File: src/rtl/feature_packer_pkg.sv
// -----------------------------------------------------------------------------
// feature_packer_pkg
//
// Shared types and helpers for the feature-vector packer.
//   packer_state_t : FILL / PRESENT state encoding of the packer FSM.
//   MAX_PRECISION  : widest feature the dequant helper supports.
//   idx_width()    : fill-index width, never less than one bit.
//   dequant()      : feature - zero_point as a signed value one bit wider than
//                    the operands. Callers keep the low PRECISION+1 bits.
// -----------------------------------------------------------------------------
package feature_packer_pkg;

    typedef enum logic [0:0] {
        FILL    = 1'b0,
        PRESENT = 1'b1
    } packer_state_t;

    localparam int MAX_PRECISION = 31;

    function automatic int idx_width(input int n);
        return (n > 1) ? $clog2(n) : 1;
    endfunction

    // Both operands are unsigned and below 2^PRECISION, so the difference
    // always fits in PRECISION+1 signed bits. No saturation is needed.
    function automatic logic signed [MAX_PRECISION:0] dequant(
        input logic [MAX_PRECISION-1:0] feature,
        input logic [MAX_PRECISION-1:0] zp
    );
        return $signed({1'b0, feature}) - $signed({1'b0, zp});
    endfunction

endpackage

File: src/rtl/feature_vector_packer_buffer.sv
// -----------------------------------------------------------------------------
// vector_buffer
//
// One vector's worth of storage. It holds the fill index, writes incoming
// elements into their slots, zero-pads the tail on an early close, and keeps a
// padded flag.
//
// The index returns to zero on the closing write. The buffer is never written
// while it is being presented, so this has the same effect as clearing the
// index on the output handoff.
//
// Ports:
//   clk, reset  : clock, asynchronous active-high reset (all state to zero)
//   wr_en_i     : accept wr_elem_i into the current slot this cycle
//   wr_elem_i   : dequantized element, PRECISION+1 bits, two's complement
//   wr_last_i   : the accepted element closes the vector early
//   close_o     : this cycle's write completes the vector (full or early)
//   elems_o     : slot j at bits [j*(PRECISION+1) +: PRECISION+1]
//   padded_o    : the last completed vector was closed early and zero-padded
// -----------------------------------------------------------------------------
module vector_buffer
    import feature_packer_pkg::*;
#(
    parameter int INPUT_DIM = 4,
    parameter int PRECISION = 8
) (
    input  logic                                 clk,
    input  logic                                 reset,
    input  logic                                 wr_en_i,
    input  logic [PRECISION:0]                   wr_elem_i,
    input  logic                                 wr_last_i,
    output logic                                 close_o,
    output logic [INPUT_DIM*(PRECISION+1)-1:0]   elems_o,
    output logic                                 padded_o
);

    localparam int EW    = PRECISION + 1;
    localparam int IDX_W = idx_width(INPUT_DIM);
    localparam logic [IDX_W-1:0] LAST_IDX = IDX_W'(INPUT_DIM - 1);

    logic [IDX_W-1:0] idx_q, idx_d;
    logic [EW-1:0]    slot_q [INPUT_DIM];
    logic [EW-1:0]    slot_d [INPUT_DIM];
    logic             padded_q, padded_d;
    logic             at_end;

    assign at_end  = (idx_q == LAST_IDX);
    // in_last on the final slot is still a full close. at_end decides padding.
    assign close_o = wr_en_i && (at_end || wr_last_i);

    always_comb begin
        idx_d    = idx_q;
        padded_d = padded_q;
        for (int j = 0; j < INPUT_DIM; j++) begin
            slot_d[j] = slot_q[j];
            if (wr_en_i) begin
                if (IDX_W'(j) == idx_q) begin
                    slot_d[j] = wr_elem_i;
                end else if (close_o && (IDX_W'(j) > idx_q)) begin
                    // Early close: clear the tail so no stale data is visible.
                    slot_d[j] = '0;
                end
            end
        end
        if (wr_en_i) begin
            idx_d = close_o ? '0 : idx_q + IDX_W'(1);
        end
        if (close_o) begin
            padded_d = !at_end;
        end
    end

    always_ff @(posedge clk or posedge reset) begin
        if (reset) begin
            idx_q    <= '0;
            padded_q <= 1'b0;
            for (int j = 0; j < INPUT_DIM; j++) begin
                slot_q[j] <= '0;
            end
        end else begin
            idx_q    <= idx_d;
            padded_q <= padded_d;
            for (int j = 0; j < INPUT_DIM; j++) begin
                slot_q[j] <= slot_d[j];
            end
        end
    end

    for (genvar g = 0; g < INPUT_DIM; g++) begin : g_flat
        assign elems_o[g*EW +: EW] = slot_q[g];
    end

    assign padded_o = padded_q;

endmodule

File: src/rtl/feature_vector_packer.sv
// -----------------------------------------------------------------------------
// feature_vector_packer
//
// This block packs serial quantized features into signed vectors for the
// dot-product stage. Each accepted feature has the input zero point removed
// and is written into the next vector slot. When the last slot is filled, or
// in_last is seen, the vector is closed and presented on a valid/ready port.
//
// Handshakes: a transfer occurs on a rising clk edge where valid and ready
// are both high. Valid is never withdrawn before that transfer, and the data
// stays stable while valid is high. Ready may depend only on registered state.
//
// Build option: define PACKER_DOUBLE_BUFFER_EN to use two ping/pong buffers.
// With this option, filling continues while the other buffer is presented.
// Without it, one buffer alternates between FILL and PRESENT.
//
// Ports:
//   clk, reset      : clock, asynchronous active-high reset
//   in_valid        : input feature valid
//   in_ready        : packer can accept a feature
//   in_feature      : unsigned PRECISION-bit feature
//   in_last         : feature closes the current vector early
//   out_valid       : feature_matrix holds a complete vector
//   out_ready       : consumer accepts the vector
//   feature_matrix  : element j at bits [j*(PRECISION+1) +: PRECISION+1],
//                     element 0 is the first received
//   out_padded      : vector was closed early and zero-padded
//   dbg_state_o     : FSM state view (0 = FILL, 1 = PRESENT)
// -----------------------------------------------------------------------------
module feature_vector_packer
    import feature_packer_pkg::*;
#(
    parameter int INPUT_DIM        = 4,
    parameter int PRECISION        = 8,
    parameter int INPUT_ZERO_POINT = 0
) (
    input  logic                                 clk,
    input  logic                                 reset,
    input  logic                                 in_valid,
    output logic                                 in_ready,
    input  logic [PRECISION-1:0]                 in_feature,
    input  logic                                 in_last,
    output logic                                 out_valid,
    input  logic                                 out_ready,
    output logic [INPUT_DIM*(PRECISION+1)-1:0]   feature_matrix,
    output logic                                 out_padded,
    output logic                                 dbg_state_o
);

    localparam int MW = INPUT_DIM * (PRECISION + 1);
    localparam logic [MAX_PRECISION-1:0] ZP_EXT = MAX_PRECISION'(INPUT_ZERO_POINT);

    // Dequantize at full helper width. The upper bits are only sign extension.
    logic signed [MAX_PRECISION:0] deq_full;
    logic [PRECISION:0]            in_elem;
    logic                          unused_deq_hi;

    assign deq_full      = dequant(MAX_PRECISION'(in_feature), ZP_EXT);
    assign in_elem       = deq_full[PRECISION:0];
    assign unused_deq_hi = ^deq_full[MAX_PRECISION:PRECISION+1];

`ifdef PACKER_DOUBLE_BUFFER_EN

    // Ping/pong pointers: fill_ptr is the buffer being filled, out_ptr is the
    // buffer being presented. full_q marks buffers that hold a closed vector.
    // Buffers close in fill order and are presented in the same order.
    logic [1:0]    full_q, full_d;
    logic          fill_ptr_q, fill_ptr_d;
    logic          out_ptr_q, out_ptr_d;
    logic [1:0]    buf_wr;
    logic [1:0]    buf_close;
    logic [1:0]    buf_padded;
    logic [MW-1:0] buf_elems [2];
    logic          fill_done;
    packer_state_t state_view;

    for (genvar b = 0; b < 2; b++) begin : g_buf
        vector_buffer #(
            .INPUT_DIM (INPUT_DIM),
            .PRECISION (PRECISION)
        ) u_buf (
            .clk       (clk),
            .reset     (reset),
            .wr_en_i   (buf_wr[b]),
            .wr_elem_i (in_elem),
            .wr_last_i (in_last),
            .close_o   (buf_close[b]),
            .elems_o   (buf_elems[b]),
            .padded_o  (buf_padded[b])
        );
    end

    // Only the buffer being filled can be written, so at most one close bit
    // is ever set.
    assign fill_done = |buf_close;

    // State register
    always_ff @(posedge clk or posedge reset) begin
        if (reset) begin
            full_q     <= 2'b00;
            fill_ptr_q <= 1'b0;
            out_ptr_q  <= 1'b0;
        end else begin
            full_q     <= full_d;
            fill_ptr_q <= fill_ptr_d;
            out_ptr_q  <= out_ptr_d;
        end
    end

    // Next state. A handoff and a fill completion in the same cycle touch
    // different buffers. The freed buffer can be filled next cycle, and the
    // newly closed buffer is presented next cycle with no bubble.
    always_comb begin
        full_d     = full_q;
        fill_ptr_d = fill_ptr_q;
        out_ptr_d  = out_ptr_q;
        if (out_valid && out_ready) begin
            full_d[out_ptr_q] = 1'b0;
            out_ptr_d         = ~out_ptr_q;
        end
        if (fill_done) begin
            full_d[fill_ptr_q] = 1'b1;
            fill_ptr_d         = ~fill_ptr_q;
        end
    end

    // Outputs
    always_comb begin
        in_ready             = !full_q[fill_ptr_q];
        out_valid            = full_q[out_ptr_q];
        feature_matrix       = buf_elems[out_ptr_q];
        out_padded           = buf_padded[out_ptr_q];
        buf_wr               = 2'b00;
        buf_wr[fill_ptr_q]   = in_valid && in_ready;
        state_view           = out_valid ? PRESENT : FILL;
        dbg_state_o          = state_view[0];
    end

`else

    packer_state_t state_q, state_d;
    logic          wr_en;
    logic          close;

    assign wr_en = in_valid && in_ready;

    vector_buffer #(
        .INPUT_DIM (INPUT_DIM),
        .PRECISION (PRECISION)
    ) u_buf (
        .clk       (clk),
        .reset     (reset),
        .wr_en_i   (wr_en),
        .wr_elem_i (in_elem),
        .wr_last_i (in_last),
        .close_o   (close),
        .elems_o   (feature_matrix),
        .padded_o  (out_padded)
    );

    // State register
    always_ff @(posedge clk or posedge reset) begin
        if (reset) begin
            state_q <= FILL;
        end else begin
            state_q <= state_d;
        end
    end

    // Next state
    always_comb begin
        state_d = state_q;
        case (state_q)
            FILL:    if (close)     state_d = PRESENT;
            PRESENT: if (out_ready) state_d = FILL;
            default:                state_d = FILL;
        endcase
    end

    // Outputs. The buffer is frozen while the vector is presented.
    always_comb begin
        in_ready    = (state_q == FILL);
        out_valid   = (state_q == PRESENT);
        dbg_state_o = state_q[0];
    end

`endif

endmodule

File: config.mk
export PLATFORM = sky130hd
export DESIGN_NAME = feature_vector_packer
export DESIGN_NICKNAME = d
export VERILOG_FILES = /design/src/rtl/feature_packer_pkg.sv /design/src/rtl/feature_vector_packer_buffer.sv /design/src/rtl/feature_vector_packer.sv
export SDC_FILE = /design/constraint.sdc
export NUM_CORES = 1
export LEC_CHECK = 0
export CORE_ASPECT_RATIO = 0.75
export CORE_MARGIN = 10
export CORE_UTILIZATION = 51
export CTS_BUF_LIST = sky130_fd_sc_hd__clkbuf_8
export CTS_CLUSTER_DIAMETER = 200
export CTS_CLUSTER_SIZE = 16
export DETAILED_ROUTE_END_ITERATION = 16
export PLACE_DENSITY = 0.9
export SYNTH_ARGS = -nofsm -noshare
export SYNTH_HDL_FRONTEND = slang
export SYNTH_HIERARCHICAL = 1
export SYNTH_SLANG_ARGS = --single-unit
export TNS_END_PERCENT = 5
File: constraint.sdc
create_clock -name clk -period 4.35 [get_ports clk]
set_input_delay 0.435 -clock clk [delete_from_list [all_inputs] [get_ports clk]]
set_output_delay 0.435 -clock clk [all_outputs]
set_load 0.05 [all_outputs]
=== Word level (Yosys, flattened, before mapping) ===
Index checks and enable logic that the tools add are counted.

* Add/sub/neg operators: 1
* Magnitude comparators: 4
* Equal/unequal tests: 4
* Muxes and demuxes: 12
* Bitwise logic cells: 1
* Reductions and logical operators: 17

{| class="wikitable"
|+ Operators with widths
! operator !! number
|-
| $mux W9 || 8
|-
| $reduce_and A2 Y1 || 4
|-
| $reduce_bool A2 Y1 || 4
|-
| $logic_and A1 B1 Y1 || 6
|-
| $eq A2 B2 Y1 const A || 2
|-
| $gt A1 B2 Y1 const A || 2
|-
| $gt A2 B2 Y1 const A || 2
|-
| $add A2 B1 Y2 const B || 1
|-
| $eq A1 B2 Y1 const A || 1
|-
| $eq A2 B2 Y1 const B || 1
|-
| $logic_not A2 Y1 || 1
|-
| $mux W1 || 2
|-
| $mux W2 || 1
|-
| $pmux W1 S2 || 1
|-
| $logic_not A1 Y1 || 1
|-
| $logic_or A1 B1 Y1 || 1
|-
| $not A1 Y1 || 1
|}

* Bits in registers: 40
* Input bits: 13
* Output and inout bits: 40
* Logic and storage cells: 46

=== Depth between registers and ports, before layout ===
* Depth in word-level cells: 6
* Gate-level depth with buffers: 6
* Gate-level depth less buffers: 5

=== Cells and area by module ===
Netlist, hierarchy kept.

{| class="wikitable"
|+ By module, submodules not included
! module !! instances !! cells each !! area an instance (um2) !! sequential area each (um2)
|-
| vector_buffer || 1 || 121 || 1606.5 || 975.9
|-
| feature_vector_packer || 1 || 8 || 63.8 || 25.0
|}

=== Worst setup path after synthesis ===
No wires, ideal clock.

* Path type: register -> register
* From: register state_q (netlist: dbg_state_o)
* To: register u_buf.slot_q (netlist bit u_buf/elems_o[10])
* Setup time: 121 ps
* Data arrival time: 1557 ps
* Data required time: 4229 ps
* Path slack: 2672 ps
* Cell stages (with the launch flop): 6
* Buffers on the path: 2
* Clock period less this slack: 1678 ps
* Cells stage by stage: dfrtp_1 and2b_2 buf_6 and2_1 buf_2 a22o_1

* Cells in the longest elaborated chain, start to end: 6

{| class="wikitable"
|+ Ends and longest elaborated chain
! item !! line !! source
|-
| start, declared || feature_vector_packer.sv:141 || <nowiki>packer_state_t state_q, state_d;</nowiki>
|-
| start signal, assigned || feature_vector_packer.sv:166 || <nowiki>state_q <= state_d;</nowiki>
|-
| $not A1 Y1 (*) || - ||
|-
| $logic_and A1 B1 Y1 (*) || feature_vector_packer.sv:145 || <nowiki>assign wr_en = in_valid && in_ready;</nowiki>
|-
| via wr_en || feature_vector_packer.sv:142 || <nowiki>logic wr_en;</nowiki>
|-
| $logic_and A1 B1 Y1 || feature_vector_packer_buffer.sv:49 || <nowiki>assign close_o = wr_en_i && (at_end || wr_last_i);</nowiki>
|-
| $logic_and A1 B1 Y1 || feature_vector_packer_buffer.sv:59 || <nowiki>end else if (close_o && (IDX_W'(j) > idx_q)) begin</nowiki>
|-
| $reduce_bool A2 Y1 (no line) || - ||
|-
| $reduce_and A2 Y1 (no line) (*) || - ||
|-
| end signal, assigned by index || feature_vector_packer_buffer.sv:84 || <nowiki>slot_q[j] <= slot_d[j];</nowiki>
|-
| end, declared || feature_vector_packer_buffer.sv:42 || <nowiki>logic [EW-1:0] slot_q [INPUT_DIM];</nowiki>
|}

The timed path passes the listed nets; every way through them passes the cells marked *.
A chain may end at the register's enable or synchronous reset.

=== Worst setup path after layout ===
* From: register state_q (netlist: dbg_state_o)
* To: output port in_ready

* Cells in the longest elaborated chain, start to end: 1

{| class="wikitable"
|+ Ends and longest elaborated chain
! item !! line !! source
|-
| $not A1 Y1 || - ||
|-
| end, declared || feature_vector_packer.sv:40 || <nowiki>output logic in_ready,</nowiki>
|}

Every way passes these cells.

==> impl_metrics.tcl <==
set metrics [dict create \
    switchingPower_mw 0.925 \
    fmax_mhz 487 \
    placedInstanceArea_mm2 0.00221 \
    drt-pass1-iter-count 5 \
    drive_gt1_share_pct 6.95 \
    grt_pass1_wl_um 7150 \
    cts.reportedPaths.clkPinSlew_ps 70 \
    worst_setup_path_start_kind "flop" \
    hold_violations 0 \
    clockPowerShare_pct 13.0 \
    dieHeight_um 69.6 \
    yosys.area.top_type "dfrtp_1" \
    dieArea_mm2 0.00599 \
    syn_to_final_growth_pct 37.9 \
    synthTopCellsByCount "dfrtp_1 (40), a22o_1 (18), inv_1 (15), nand2_1 (12)" \
    vias 1190 \
    start_util_pct 54.9 \
    ios 53 \
    rsz0062_at_grt "false" \
    die_x_um 86.1 \
    insertedDiodeCount 0 \
    htreeDepth 2 \
    synthCells 129 \
    cts_resized 0 \
    clock_sinks 40 \
    setup_ws_ps 2300 \
    port_buffers 52 \
    core-area_mm2 0.00304 \
    power.leakage_nw 1.08 \
    required_ps 3910 \
    hp-class "input port to async pin" \
    internal_power_mw 0.997 \
    finalSetupTns_ps 0 \
    synth_top_area_share_pct 59.9 \
    gp_congestion 0.838 \
    ys_ff_latch 40 \
    critPathKind "flop to output pin" \
    timing.final.crit_share_pct 47.2 \
    setup_viol 0 \
    dpl.hpwl_um 3220 \
    num-nets-final 203 \
    grt_max_degree 27 \
    multi_input_area_um2 581 \
    ys_seq_area_share_pct 59.9 \
    power_frac_seq_pct 31.2 \
    clkLatencyLatePin_ps 290 \
    p_comb_share_pct 55.8 \
    rows 17 \
    wl_per_cell_um 19.7 \
    first_iter_violations 67 \
    ant_nets 0 \
    grt_pass1_vias 1341 \
    cts_buffers 5 \
    grt_use_total_pct 15.0 \
    end_kind "output pin" \
    cp.arrival_ps 1620 \
    grt.overflow.total 0 \
    ys_async_sr_fraction_pct 100 \
    netlist_top_cells_area "dfrtp_1 (60%), a22o_1 (9.4%), mux2_1 (6.1%)" \
    outcome "complete, no violations" \
    place_inst 217 \
    fin_skew_ps 9.59 \
    register_area_mm2 0.00100 \
    cap_violations 0 \
    fin_area_mm2 0.00230 \
    peakVddDrop_uv 542 \
    synth_cell_types 25 \
    p_per_area_mw_per_mm2 834 \
    netlist_area_mm2 0.00167 \
    drc 0 \
    critPathMaxFanout 5 \
    fin_cells 225 \
    utilization_pct 75.7 \
    relSlewSlack_pct 34.5 \
    period_needed_ps 2050 \
    final.fill_count 213 \
    clock_tree.root_cell "clkbuf_8" \
    totalWireLength_um 4440 \
    cts_setup_buffers 0 \
    antenna_found_initial 0 \
    cts_tree "yes" \
    max_slew.worst_pin.slew_ps 981 \
    clock_path_buffers 2 \
    ys_warn_count 6 \
    syn_area_per_cell_um2 12.9 \
    swShare_pct 48.1 \
    synth-edff-count 0 \
    hold_buffers 0 \
    synth_most_common_cell "dfrtp_1" \
    dp_worst_setup_slack_ps 2180 \
    drv_slew 0 \
    synth-main-ff-cell "dfrtp_1" \
    vias_per_cell 5.29 \
]
[state kept, by name, summed over array words and instances, names as in the netlist]
name,cells
u_buf/elems_o,36
dbg_state_o,1
u_buf/idx_q,2
u_buf/padded_o,1
[power by group through the flow]
stage | Combinational [mW] | Sequential, mW | Clock [mW]
2_1_floorplan | 0.255 | 1.06 | 0
3_3_place_gp | 1.06 | 0.593 | 0
3_5_place_dp | 1.07 | 0.602 | 0
4_1_cts | 1.08 | 0.602 | 0.252
5_1_grt | 1.12 | 0.617 | 0.268
6_report | 1.07 | 0.600 | 0.250
[worst max-delay path: stages (launching register included)]
cell,delay (ps)
dfrtp_1,420
inv_1,90
clkdlybuf4s50_1,830
[layout make-up]
cell class / count / share of cell area [%]
Multi-Input combinational cell: 71 / 25.2
Clock buffer: 6 / 3.59
Timing Repair Buffer: 53 / 22.9
Clock inverter: 2 / 0.326
Tap cell: 38 / 2.06
Sequential cell: 40 / 43.5
Inverter: 15 / 2.44
[cells by family (layout without fill, tap and decap cells)]
kind of cell	count (synthesis)	in the layout	share of synthesized area, %
other	1	4	0.225
buffers and inverters	21	76	5.99
adder cells (fa/ha/maj)	4	4	3.00
AO/OA/AOI/OAI	26	26	13.9
flip-flops	40	40	59.9
multiplexers	18	18	11.5
AND/OR/NAND/NOR	19	19	5.54
[metal layers]
layer  track usage (%)  vias to the layer above  share of wire (%)
met5                 0                        -                  0
met4              4.35                        0               0.86
met3              6.91                        7                7.9
met2              24.1                       37                 48
met1              17.5                      599                 43
li1                  -                      547                  -
[path summary, 6_finish.rpt]
| kind | start | cells past startpoint | to | slack [ps] |
|---|---|---|---|---|
| worst min-delay path | reset | 2 | dbg_state_o | 310 |
| min in group clk | u_buf/elems_o[1] | 1 | u_buf/elems_o[1] | 490 |
| worst max register to register | u_buf/idx_q[0] | 3 | u_buf/elems_o[19] | 2380 |
| max in group asynchronous | reset | 3 | u_buf/elems_o[3] | 3090 |
| worst min register to register | u_buf/elems_o[1] | 1 | u_buf/elems_o[1] | 490 |
| worst max-delay path | dbg_state_o | 2 | in_ready | 2300 |
[per-stage QoR]
stage / power [mW] / hold slack (ps)
after floorplan: 1.31 / 164
after global placement: 1.65 / 475
after detailed placement: 1.68 / 480
after CTS: 1.94 / 305
after global routing: 2.01 / 313
final: 1.92 / 309
[layout by cell type, fill, tap and decap left out, types with 2 or more instances in the layout]
cell type / instances
clkdlybuf4s50_1: 52
dfrtp_1: 40
a22o_1: 18
inv_1: 17
nand2_1: 12
mux2_1: 9
mux2i_1: 9
clkbuf_8: 6
conb_1: 4
ha_1: 4
o21ai_1: 2
and2_1: 2
No activity file was read; power rests on OpenSTA's default activity.
